===== src/rtl/mem_arbiter_if.sv =====
// Bus bundle between the two requesters, the arbiter and the single-port data memory.
// slave is the arbiter's view; master is everything around it (requesters plus memory).
interface mem_arbiter_if #(
  parameter int ADDR_W = 5,
  parameter int DATA_W = 8
);
  logic              req0;
  logic              we0;
  logic [ADDR_W-1:0] addr0;
  logic [DATA_W-1:0] wdata0;
  logic              gnt0;
  logic              done0;

  logic              req1;
  logic              we1;
  logic [ADDR_W-1:0] addr1;
  logic [DATA_W-1:0] wdata1;
  logic              gnt1;
  logic              done1;

  logic [DATA_W-1:0] rdata;
  logic              busy;

  logic [ADDR_W-1:0] mem_addr;
  logic [DATA_W-1:0] mem_wdata;
  logic              mem_write;
  logic [DATA_W-1:0] mem_rdata;

  modport slave (
    input  req0, we0, addr0, wdata0,
    input  req1, we1, addr1, wdata1,
    input  mem_rdata,
    output gnt0, done0, gnt1, done1,
    output rdata, busy,
    output mem_addr, mem_wdata, mem_write
  );

  modport master (
    output req0, we0, addr0, wdata0,
    output req1, we1, addr1, wdata1,
    output mem_rdata,
    input  gnt0, done0, gnt1, done1,
    input  rdata, busy,
    input  mem_addr, mem_wdata, mem_write
  );
endinterface


===== src/rtl/mem_arbiter.sv =====
// Two-port arbiter/sequencer for the 32x8 single-port data memory: fetch (port 0) and
// load/store (port 1) share it, one registered access at a time, IDLE -> ACCESS -> DONE.
module mem_arbiter #(
  parameter int ADDR_W     = 5,
  parameter int DATA_W     = 8,
  parameter int FIXED_PRIO = 0
) (
  input  logic          clk,
  input  logic          rst_n,
  mem_arbiter_if.slave  bus
);

  typedef enum logic [1:0] {
    IDLE   = 2'd0,
    ACCESS = 2'd1,
    DONE   = 2'd2
  } state_t;

  localparam logic PRIO0 = (FIXED_PRIO != 0);

  state_t            state;
  logic              last;
  logic              owner;
  logic              wr;
  logic [ADDR_W-1:0] mem_addr_q;
  logic [DATA_W-1:0] mem_wdata_q;
  logic              mem_write_q;
  logic [DATA_W-1:0] rdata_q;
  logic              done0_q;
  logic              done1_q;
  logic              busy_q;
  logic              gnt0_c;
  logic              gnt1_c;

  // Grants are only offered in IDLE; last==1 means port 1 was served most recently.
  always_comb begin
    gnt0_c = 1'b0;
    gnt1_c = 1'b0;
    if (state == IDLE) begin
      gnt0_c = bus.req0 & (~bus.req1 | PRIO0 | last);
      gnt1_c = bus.req1 & ~gnt0_c;
    end
  end

  always_ff @(posedge clk or negedge rst_n) begin
    if (!rst_n) begin
      state       <= IDLE;
      last        <= 1'b1;
      owner       <= 1'b0;
      wr          <= 1'b0;
      mem_addr_q  <= '0;
      mem_wdata_q <= '0;
      mem_write_q <= 1'b0;
      rdata_q     <= '0;
      done0_q     <= 1'b0;
      done1_q     <= 1'b0;
      busy_q      <= 1'b0;
    end else begin
      case (state)
        IDLE: begin
          done0_q     <= 1'b0;
          done1_q     <= 1'b0;
          mem_write_q <= 1'b0;
          if (gnt0_c) begin
            mem_addr_q  <= bus.addr0;
            mem_wdata_q <= bus.wdata0;
            wr          <= bus.we0;
            mem_write_q <= bus.we0;
            last        <= 1'b0;
            owner       <= 1'b0;
            busy_q      <= 1'b1;
            state       <= ACCESS;
          end else if (gnt1_c) begin
            mem_addr_q  <= bus.addr1;
            mem_wdata_q <= bus.wdata1;
            wr          <= bus.we1;
            mem_write_q <= bus.we1;
            last        <= 1'b1;
            owner       <= 1'b1;
            busy_q      <= 1'b1;
            state       <= ACCESS;
          end
        end
        ACCESS: begin
          // The memory has seen stable address/data for a full cycle; capture read data now.
          mem_write_q <= 1'b0;
          if (!wr) begin
            rdata_q <= bus.mem_rdata;
          end
          done0_q <= ~owner;
          done1_q <= owner;
          state   <= DONE;
        end
        DONE: begin
          done0_q <= 1'b0;
          done1_q <= 1'b0;
          busy_q  <= 1'b0;
          state   <= IDLE;
        end
        default: begin
          mem_write_q <= 1'b0;
          done0_q     <= 1'b0;
          done1_q     <= 1'b0;
          busy_q      <= 1'b0;
          state       <= IDLE;
        end
      endcase
    end
  end

  assign bus.gnt0      = gnt0_c;
  assign bus.gnt1      = gnt1_c;
  assign bus.done0     = done0_q;
  assign bus.done1     = done1_q;
  assign bus.rdata     = rdata_q;
  assign bus.busy      = busy_q;
  assign bus.mem_addr  = mem_addr_q;
  assign bus.mem_wdata = mem_wdata_q;
  assign bus.mem_write = mem_write_q;

endmodule

===== src/flat_wrapper.sv =====
// flat-port wrapper written by rule: the top's interface ports become plain ports
module mem_arbiter_flat 
#(
  parameter int ADDR_W     = 5,
  parameter int DATA_W     = 8,
  parameter int FIXED_PRIO = 0
)
  (clk, rst_n, bus_req0, bus_we0, bus_addr0, bus_wdata0, bus_req1, bus_we1, bus_addr1, bus_wdata1, bus_mem_rdata, bus_gnt0, bus_done0, bus_gnt1, bus_done1, bus_rdata, bus_busy, bus_mem_addr, bus_mem_wdata, bus_mem_write);
  mem_arbiter_if #(.ADDR_W(ADDR_W), .DATA_W(DATA_W)) bus_i ();
  input  logic clk;
  input  logic rst_n;
  input wire logic [$bits(bus_i.req0)-1:0] bus_req0;
  input wire logic [$bits(bus_i.we0)-1:0] bus_we0;
  input wire logic [$bits(bus_i.addr0)-1:0] bus_addr0;
  input wire logic [$bits(bus_i.wdata0)-1:0] bus_wdata0;
  input wire logic [$bits(bus_i.req1)-1:0] bus_req1;
  input wire logic [$bits(bus_i.we1)-1:0] bus_we1;
  input wire logic [$bits(bus_i.addr1)-1:0] bus_addr1;
  input wire logic [$bits(bus_i.wdata1)-1:0] bus_wdata1;
  input wire logic [$bits(bus_i.mem_rdata)-1:0] bus_mem_rdata;
  output wire logic [$bits(bus_i.gnt0)-1:0] bus_gnt0;
  output wire logic [$bits(bus_i.done0)-1:0] bus_done0;
  output wire logic [$bits(bus_i.gnt1)-1:0] bus_gnt1;
  output wire logic [$bits(bus_i.done1)-1:0] bus_done1;
  output wire logic [$bits(bus_i.rdata)-1:0] bus_rdata;
  output wire logic [$bits(bus_i.busy)-1:0] bus_busy;
  output wire logic [$bits(bus_i.mem_addr)-1:0] bus_mem_addr;
  output wire logic [$bits(bus_i.mem_wdata)-1:0] bus_mem_wdata;
  output wire logic [$bits(bus_i.mem_write)-1:0] bus_mem_write;
  assign bus_i.req0 = bus_req0;
  assign bus_i.we0 = bus_we0;
  assign bus_i.addr0 = bus_addr0;
  assign bus_i.wdata0 = bus_wdata0;
  assign bus_i.req1 = bus_req1;
  assign bus_i.we1 = bus_we1;
  assign bus_i.addr1 = bus_addr1;
  assign bus_i.wdata1 = bus_wdata1;
  assign bus_i.mem_rdata = bus_mem_rdata;
  assign bus_gnt0 = bus_i.gnt0;
  assign bus_done0 = bus_i.done0;
  assign bus_gnt1 = bus_i.gnt1;
  assign bus_done1 = bus_i.done1;
  assign bus_rdata = bus_i.rdata;
  assign bus_busy = bus_i.busy;
  assign bus_mem_addr = bus_i.mem_addr;
  assign bus_mem_wdata = bus_i.mem_wdata;
  assign bus_mem_write = bus_i.mem_write;
  mem_arbiter #(.ADDR_W(ADDR_W), .DATA_W(DATA_W), .FIXED_PRIO(FIXED_PRIO)) u_core (.clk(clk), .rst_n(rst_n), .bus(bus_i));
endmodule

===== config.mk =====
export PLATFORM = sky130hd
export DESIGN_NAME = mem_arbiter_flat
export DESIGN_NICKNAME = d
export VERILOG_FILES = /design/src/rtl/mem_arbiter_if.sv /design/src/rtl/mem_arbiter.sv /design/src/flat_wrapper.sv
export SDC_FILE = /design/constraint.sdc
export NUM_CORES = 1
export LEC_CHECK = 0
export CELL_PAD_IN_SITES_DETAIL_PLACEMENT = 1
export CELL_PAD_IN_SITES_GLOBAL_PLACEMENT = 1
export CORE_MARGIN = 1
export CORE_UTILIZATION = 32
export DETAILED_ROUTE_END_ITERATION = 8
export PLACE_DENSITY = 0.95
export SYNTH_ARGS = -nofsm -noshare
export SYNTH_HDL_FRONTEND = slang
export SYNTH_SLANG_ARGS = --single-unit

===== constraint.sdc =====
create_clock -name clk -period 2.4 [get_ports clk]
set_clock_uncertainty 0.1 [all_clocks]
set_input_delay 0.48 -clock clk [delete_from_list [all_inputs] [get_ports clk]]
set_output_delay 0.48 -clock clk [all_outputs]
set_load 0.02 [all_outputs]

==> results.md, run 1 <==
- DIE AREA: 0.004551 mm²
- Reg2reg start: u_core.state[0]
- Register bit count reported by yosys: 30
- Clock tree buffer depth: 2
- Fin util: 54.86%
- Post-CTS Setup Inserts: 0
- Largest net degree at the start of global routing: 31
- Outcome: finished clean
- Slew Limit Fails: 0
- Routed Antenna Nets: 0
- Number of detailed-route iterations in the first pass: 4
- Initial Util: 33.80%
- Gr usage total: 20.24%
- Worst slew pin tran: 0.9592 ns
- CTS clk-pin slew, worst paths: 0.06 ns
- CTS Sinks: 30
- Total Power: 2.915 mW
- Gate power share: 53.7%
- Clock tree from TritonCTS: built
- Unrepaired setup endpoints after global routing: false
- Cells after Synth: 123
- Leak pwr: 0.9655 nW
- Synth Area per Inst: 11.15 µm²
- CORE AREA: 0.004058 mm²
- DRC violations left: 0
- Fraction of layout cells with a size suffix above 1: 17.00%
- Post-DP HPWL: 3.097 mm
- Placed Area: 0.002137 mm²
- Vias/cell: 5.232
- P&R area growth vs syn: 62.32%
- Hold_sp: u_core.owner
- Fin crit period: 2.266 ns
- Worst setup path startpoint: bus_req0
- Num rows: 23
- Clock buffer count from CTS: 5
- H-tree Lvls: 2
- Most common cell in the synthesized netlist: dfrtp_1
- Max VDD drop: 0.4506 mV
- Inserted Diodes: 0
- Leading post-synthesis cells by cell area: dfrtp_1 53%, mux2_2 6.6%, nand4_1 5.9%
- Worst-Skew Late Latency: 0.29 ns
- Final Hold Viols: 0
- Initial antenna violation count: 0
- Critical path arrival: 2.34 ns
- Maxcap violations: 0
- Synth top area share: 52.92%
- Net Switching: 1.150 mW
- Switching portion of total power: 39.47%
- Buf/Inv on CP: 2
- Worst Hold Class: flop to flop
- Main synth FF type: dfrtp_1
- Finished Cell Area: 0.002226 mm²
- Global route total overflow: 0
- Synth top cells by count: 29 x dfrtp_1, 16 x inv_1, 13 x nand4_1, 13 x o21ai_0
- Crit Path Class: input port to flop
- DR vias: 1308
- Root Driver: clkbuf_8
- I/O Buffers: 66
- WP depth: 5
- Slowest stage delay, CP: 0.73 ns
- Reg power frac: 31.7%
- CTS Hold Bufs: 0
- Final period utilization: 94.42%
- Max Clk Rate: 441.3 MHz
- Internal cell power: 1.764 mW
- Cell accounting for the most synthesized area: dfrtp_1
- Critical-path top delay cell: nor2_1
- Min-Delay Path Depth: 1
- Post-synth EDFFs: 0
- Cell family contributing the most delay on the critical path: buffers and inverters
- DRT iter0 DRCs: 18
- Vias in the first global route: 1443
- Type of origin of the critical path: input port
- Post-synthesis cell type count: 28
- Die width: 67.46 µm
- Synth Warn #: 0
- Asr flop ratio synth: 100.0%
- Register area share after synthesis: 54.84%
- CP cell instances: clkdlybuf4s50_1 > buf_4 > nor2_1 > a2111oi_4 > a211o_1
- Syn nets: 163
- Setup Viol. Count Final: 0
- Worst EP required: 2.47 ns
- Gp weighted congestion: 0.7889
- Drt total wl: 4.099 mm
- Rel. slew slack: 35.82%
- First-pass GRT wire length: 6.672 mm
- Synthesized area: 0.001371 mm²
- Clock group share of total power: 14.6%
- IO Pins: 67
- Cell count of the worst reg-to-reg path: 5
- Height of the die: 67.46 µm
- Routed len/inst: 16.40 µm
- Critical Path End Type: flop
- Cell Pwr Density: 1309 mW/mm²
- Maximum fanout along the worst path: 15
- Nets: 239
- Post_cts resized: 2
==> worst reg2reg max path, stage by stage (launching register included) <==
cell	delay, ns
dfrtp_1	0.45
nor2_4	0.21
buf_4	0.21
o21ai_1	0.17
buf_4	0.22
o311ai_0	0.28
==> state kept, by name (all words and copies together), names as in the netlist <==
signal,count
u_core.state,2
u_core.bus.mem_write,1
u_core.bus.done1,1
u_core.last,1
u_core.wr,1
u_core.bus.rdata,8
u_core.bus.mem_wdata,8
u_core.bus.mem_addr,5
u_core.owner,1
u_core.bus.busy,1
u_core.bus.done0,1
==> worst paths after layout <==
| check | end | slack (ns) |
|---|---|---|
| worst min register to register | u_core.bus.done0 | 0.36 |
| worst max-delay path | u_core.bus.mem_write | 0.13 |
| worst min-delay path | u_core.bus.done0 | 0.36 |
| min in group asynchronous | u_core.bus.rdata[1] | 0.48 |
| worst max register to register | u_core.bus.mem_addr[1] | 0.65 |
| max in group asynchronous | u_core.last | 1.39 |
==> logic make-up (layout without fill, tap and decap cells) <==
logic type / after synthesis / count (layout) / share of synthesized area, %
flops: 30 / 30 / 54.84
buf+inv: 25 / 102 / 7.573
compound gates: 33 / 33 / 18.61
simple gates: 27 / 27 / 12.41
mux: 8 / 8 / 6.570
==> power by group through the flow <==
stage	clock, mW	sequential [mW]	combinational (mW)
6_report	0.424	0.924	1.57
2_1_floorplan	0	1.17	0.573
3_3_place_gp	0	0.921	1.52
3_5_place_dp	0	0.936	1.59
4_1_cts	0.436	0.929	1.59
5_1_grt	0.453	0.961	1.69
==> metrics by stage <==
step / TNS (ns) / instances / hold slack, ns / setup WS (ns)
after floorplan: 0 / 123 / 0.08441 / 0.7289
after global placement: -0.2476 / 242 / 0.3436 / -0.07359
after detailed placement: -2.001 / 242 / 0.3626 / -0.1928
after CTS: 0 / 250 / 0.3713 / 0.1092
after global routing: 0 / 250 / 0.3890 / 0.01623
final: 0 / 250 / 0.3645 / 0.1339
==> layout make-up <==
class | count | area, µm²
sequential | 30 | 752.0
fill | 431 | 1832
clock buffer | 7 | 86.33
tap | 50 | 62.56
inverter | 17 | 63.81
multi-input combinational | 68 | 515.5
timing repair buffer | 77 | 740.7
clock inverter | 1 | 5.005
==> layout by cell type (no fill, tap or decap), drive strengths merged <==
master / n
o311ai: 13
clkbuf: 7
a211o: 1
clkinv: 1
dlygate4sd2: 2
buf: 11
a21o: 2
dfstp: 1
dfrtp: 29
and3: 1
or2: 1
and2: 1
a2111oi: 1
nand2: 2
mux2: 8
o21ba: 1
nand3: 1
nand2b: 2
o21ai: 14
nand4: 13
inv: 17
clkdlybuf4s50: 64
a221o: 1
nor2: 6
==> routing by layer <==
layer	share of wire [%]	GRT usage, %	wire, µm	vias up
met5	0	0	0	-
met4	1.7	8.777	68	0
met3	8.8	7.264	360	7
met2	53	35.27	2153	55
met1	37	21.78	1517	645
li1	-	-	-	601
(Power assumes the default switching activity.)
==> inputs of run 2 (changes only) <==
--- a/config.mk
+++ b/config.mk
@@ -8,9 +8,9 @@
 export CELL_PAD_IN_SITES_DETAIL_PLACEMENT = 1
 export CELL_PAD_IN_SITES_GLOBAL_PLACEMENT = 1
 export CORE_MARGIN = 1
-export CORE_UTILIZATION = 32
+export CORE_UTILIZATION = 29
 export DETAILED_ROUTE_END_ITERATION = 8
-export PLACE_DENSITY = 0.95
+export PLACE_DENSITY = 0.9
 export SYNTH_ARGS = -nofsm -noshare
 export SYNTH_HDL_FRONTEND = slang
 export SYNTH_SLANG_ARGS = --single-unit
==> constraint.sdc (replaced) <==
create_clock -name clk -period 2.2 [get_ports clk]
set_clock_uncertainty 0.1 [all_clocks]
set_input_delay 0.44 -clock clk [delete_from_list [all_inputs] [get_ports clk]]
set_output_delay 0.44 -clock clk [all_outputs]
set_load 0.02 [all_outputs]
==> run 2 against run 1 <==
First-iteration DRC count grew to 2.8 times the previous value; combinational power grew 7%; sequential share of layout area shrank 0.15 points; critical path type unchanged; the flow now finishes with violations (design-rule violations); utilization shrank 4.5 points; non-clock buffer count rose by 1; register-to-register slack got worse by 0.17 ns; critical endpoint unchanged; critical path depth unchanged; flip-flop and latch count unchanged; global-route usage down 3.1 points; cell count grew 1.2%; die area grew 10%.
==> results.md, run 2 (synthesized netlist as in run 1, its figures left out) <==
- Unrepaired setup endpoints after global routing: false
- Height of the die: 70.77 µm (+4.9%)
- Gr usage total: 17.09% (-3.1 points)
- Outcome: finished with violations
- Max VDD drop: 0.5764 mV (+28%)
- IO Pins: 67 (unchanged)
- GR Util met1: 19.07% (-2.7 points)
- Post-Place Setup Slack: -0.2090 ns (-0.01622 ns)
- Hold slack: 0.3541 ns (-0.01035 ns)
- Maximum fanout along the worst path: 15 (unchanged)
- Max Clk Rate: 473.9 MHz
- Type of origin of the critical path: input port
- Nets: 240 (+0.42%)
- H-tree Lvls: 2 (unchanged)
- DIE AREA: 0.005008 mm² (+10%)
- Leak pwr: 0.9703 nW (+0.50%)
- Number of detailed-route iterations in the first pass: 6 (+2)
- Gr busiest metal: met2
- Worst slew pin tran: 0.9121 ns (-0.04716 ns)
- Worst Hold Class: flop to flop
- Reg2reg start: u_core.state[0]
- Global route total overflow: 0 (unchanged)
- First-pass GRT wire length: 6.596 mm (-1.1%)
- CTS Sinks: 30 (unchanged)
- Crit Path Class: input port to flop
- Largest net degree at the start of global routing: 31 (unchanged)
- P&R area growth vs syn: 63.05%
- Failing checks: design-rule violations
- Final WS setup: 0.08970 ns (-0.04420 ns)
- DRC violations left: 10 (+10)
- Routed Antenna Nets: 0 (unchanged)
- Vias in the first global route: 1433 (-0.69%)
- Routed len/inst: 15.40 µm (-6.1%)
- Initial Util: 30.86% (-2.9 points)
- Clock tree from TritonCTS: built
- Fraction of layout cells with a size suffix above 1: 17.41% (+0.41 points)
- CTS clk-pin slew, worst paths: 0.06 ns (about the same)
- Min-Delay Path Depth: 1 (unchanged)
- Critical R2R Capture: u_core.bus.mem_addr[4]
- Most common cell after layout, fill and taps aside: clkdlybuf4s50_1
- GR Layer Usage met2: 30.66% (-4.6 points)
- Initial antenna violation count: 0 (unchanged)
- Worst-Skew Late Latency: 0.27 ns (-0.02 ns)
- Setup Viol. Count Final: 0 (unchanged)
- Critical Path End Type: flop
- Vias/cell: 5.051 (-3.5%)
- Slowest stage delay, CP: 0.70 ns (-0.03 ns)
- Drt total wl: 3.895 mm (-5.0%)
- CORE AREA: 0.004444 mm² (+9.5%)
- Root Driver: clkbuf_8
- Post-CTS Setup Inserts: 0 (unchanged)
- Cell count of the worst reg-to-reg path: 5 (unchanged)
- Worst EP required: 2.26 ns (-0.21 ns)
- CP cell instances: clkdlybuf4s50_1 > buf_4 > nor2_1 > a2111oi_4 > a211o_1
- I/O Buffers: 66 (unchanged)
- Critical path arrival: 2.17 ns (-0.17 ns)
- Rel. slew slack: 38.97% (+3.2 points)
- Maxcap violations: 0 (unchanged)
- Finished Cell Area: 0.002236 mm² (+0.45%)
- Slew Limit Fails: 0 (unchanged)
- Fin crit period: 2.110 ns
- Final Hold Viols: 0 (unchanged)
- Final period utilization: 95.92%
- Endpoint, Worst Hold: u_core.bus.done0
- DR vias: 1278 (-2.3%)
- Most frequent cells in the layout: 64 x clkdlybuf4s50_1, 29 x dfrtp_1, 16 x inv_1
- R2R Setup Slk: 0.48 ns (-0.17 ns)
- Die width: 70.77 µm (+4.9%)
- Post-DP HPWL: 2.942 mm (-5.0%)
- Sum Neg Setup Slack: 0 ns (unchanged)
- Placed Area: 0.002147 mm² (+0.47%)
- M3 GR Usage: 6.838% (-0.43 points)
- Num rows: 24 (+4.3%)
- Clock buffer count from CTS: 5 (unchanged)
- Gp weighted congestion: 0.7459 (-5.5%)
- Critical-path top delay cell: nor2_1
- Inserted Diodes: 0 (unchanged)
- DRT iter0 DRCs: 51 (+33)
- # fillers: 500 (+16%)
- Clock tree buffer depth: 2 (unchanged)
- Cell Pwr Density: 1407 mW/mm² (+7.4%)
- Hold_sp: u_core.owner
[run 2: cell types whose count changed in the layout (fill, tap and decap cells not counted)]
cell   delta
buf_4     +1
[run 2: critical path: cells and delay by family]
family	cells	cell delay, ns
buffers and inverters	2	0.64
and+or+nand+nor	1	0.70
AOI/OAI and AO/OA	2	0.38
[run 2: layout make-up]
class / count / area, µm² / area share, %
clock inverter: 1 / 5.005 / 0.2238
clock buffer: 7 / 86.33 / 3.861
timing repair buffer: 78 / 748.2 / 33.46
multi-input combinational: 68 / 515.5 / 23.06
inverter: 17 / 63.81 / 2.854
tap: 52 / 65.06 / 2.910
sequential: 30 / 752.0 / 33.63
[run 2: worst max-delay path by stage]
stage | from | to | slack, ns | cells after the start
2_1_floorplan | u_core.last | bus_gnt0 | 0.57 | 4
3_3_place_gp | bus_req1 | u_core.bus.mem_write | -0.19 | 5
3_5_place_dp | bus_req1 | u_core.wr | -0.21 | 5
4_1_cts | bus_req1 | u_core.wr | 0.08 | 5
5_1_grt | bus_req0 | u_core.bus.mem_write | 0.009 | 5
6_report | bus_req1 | u_core.bus.mem_write | 0.09 | 5
[run 2: per-stage QoR]
step / std cells / total power [mW] / util, %
6_report: 253 / 3.146 / 50.31
5_1_grt: 253 / 3.363 / 50.31
4_1_cts: 253 / 3.191 / 50.31
3_5_place_dp: 245 / 2.735 / 48.31
3_3_place_gp: 245 / 2.676 / 48.31
2_1_floorplan: 123 / 1.904 / -
[run 2: routing by layer]
| layer | share of wire [%] | routed length [µm] |
|---|---|---|
| met5 | 0 | 0 |
| met4 | 0 | 0 |
| met3 | 8.1 | 314 |
| met2 | 53 | 2074 |
| met1 | 39 | 1507 |
[run 2: repair_timing]
action / CTS / global route
endpoints found under the setup margin: 2 / 0
hold buffers: 0 / 0
endpoints found under the hold margin: 0 / 0
gates resized for setup: 2 / 0
[run 2: power breakdown]
group | leakage (nW) | switching [mW] | internal, mW
clock network | 0.0482 | 0.195 | 0.252
registers | 0.360 | 0.172 | 0.843
logic | 0.562 | 0.854 | 0.831
total | 0.970 | 1.22 | 1.93
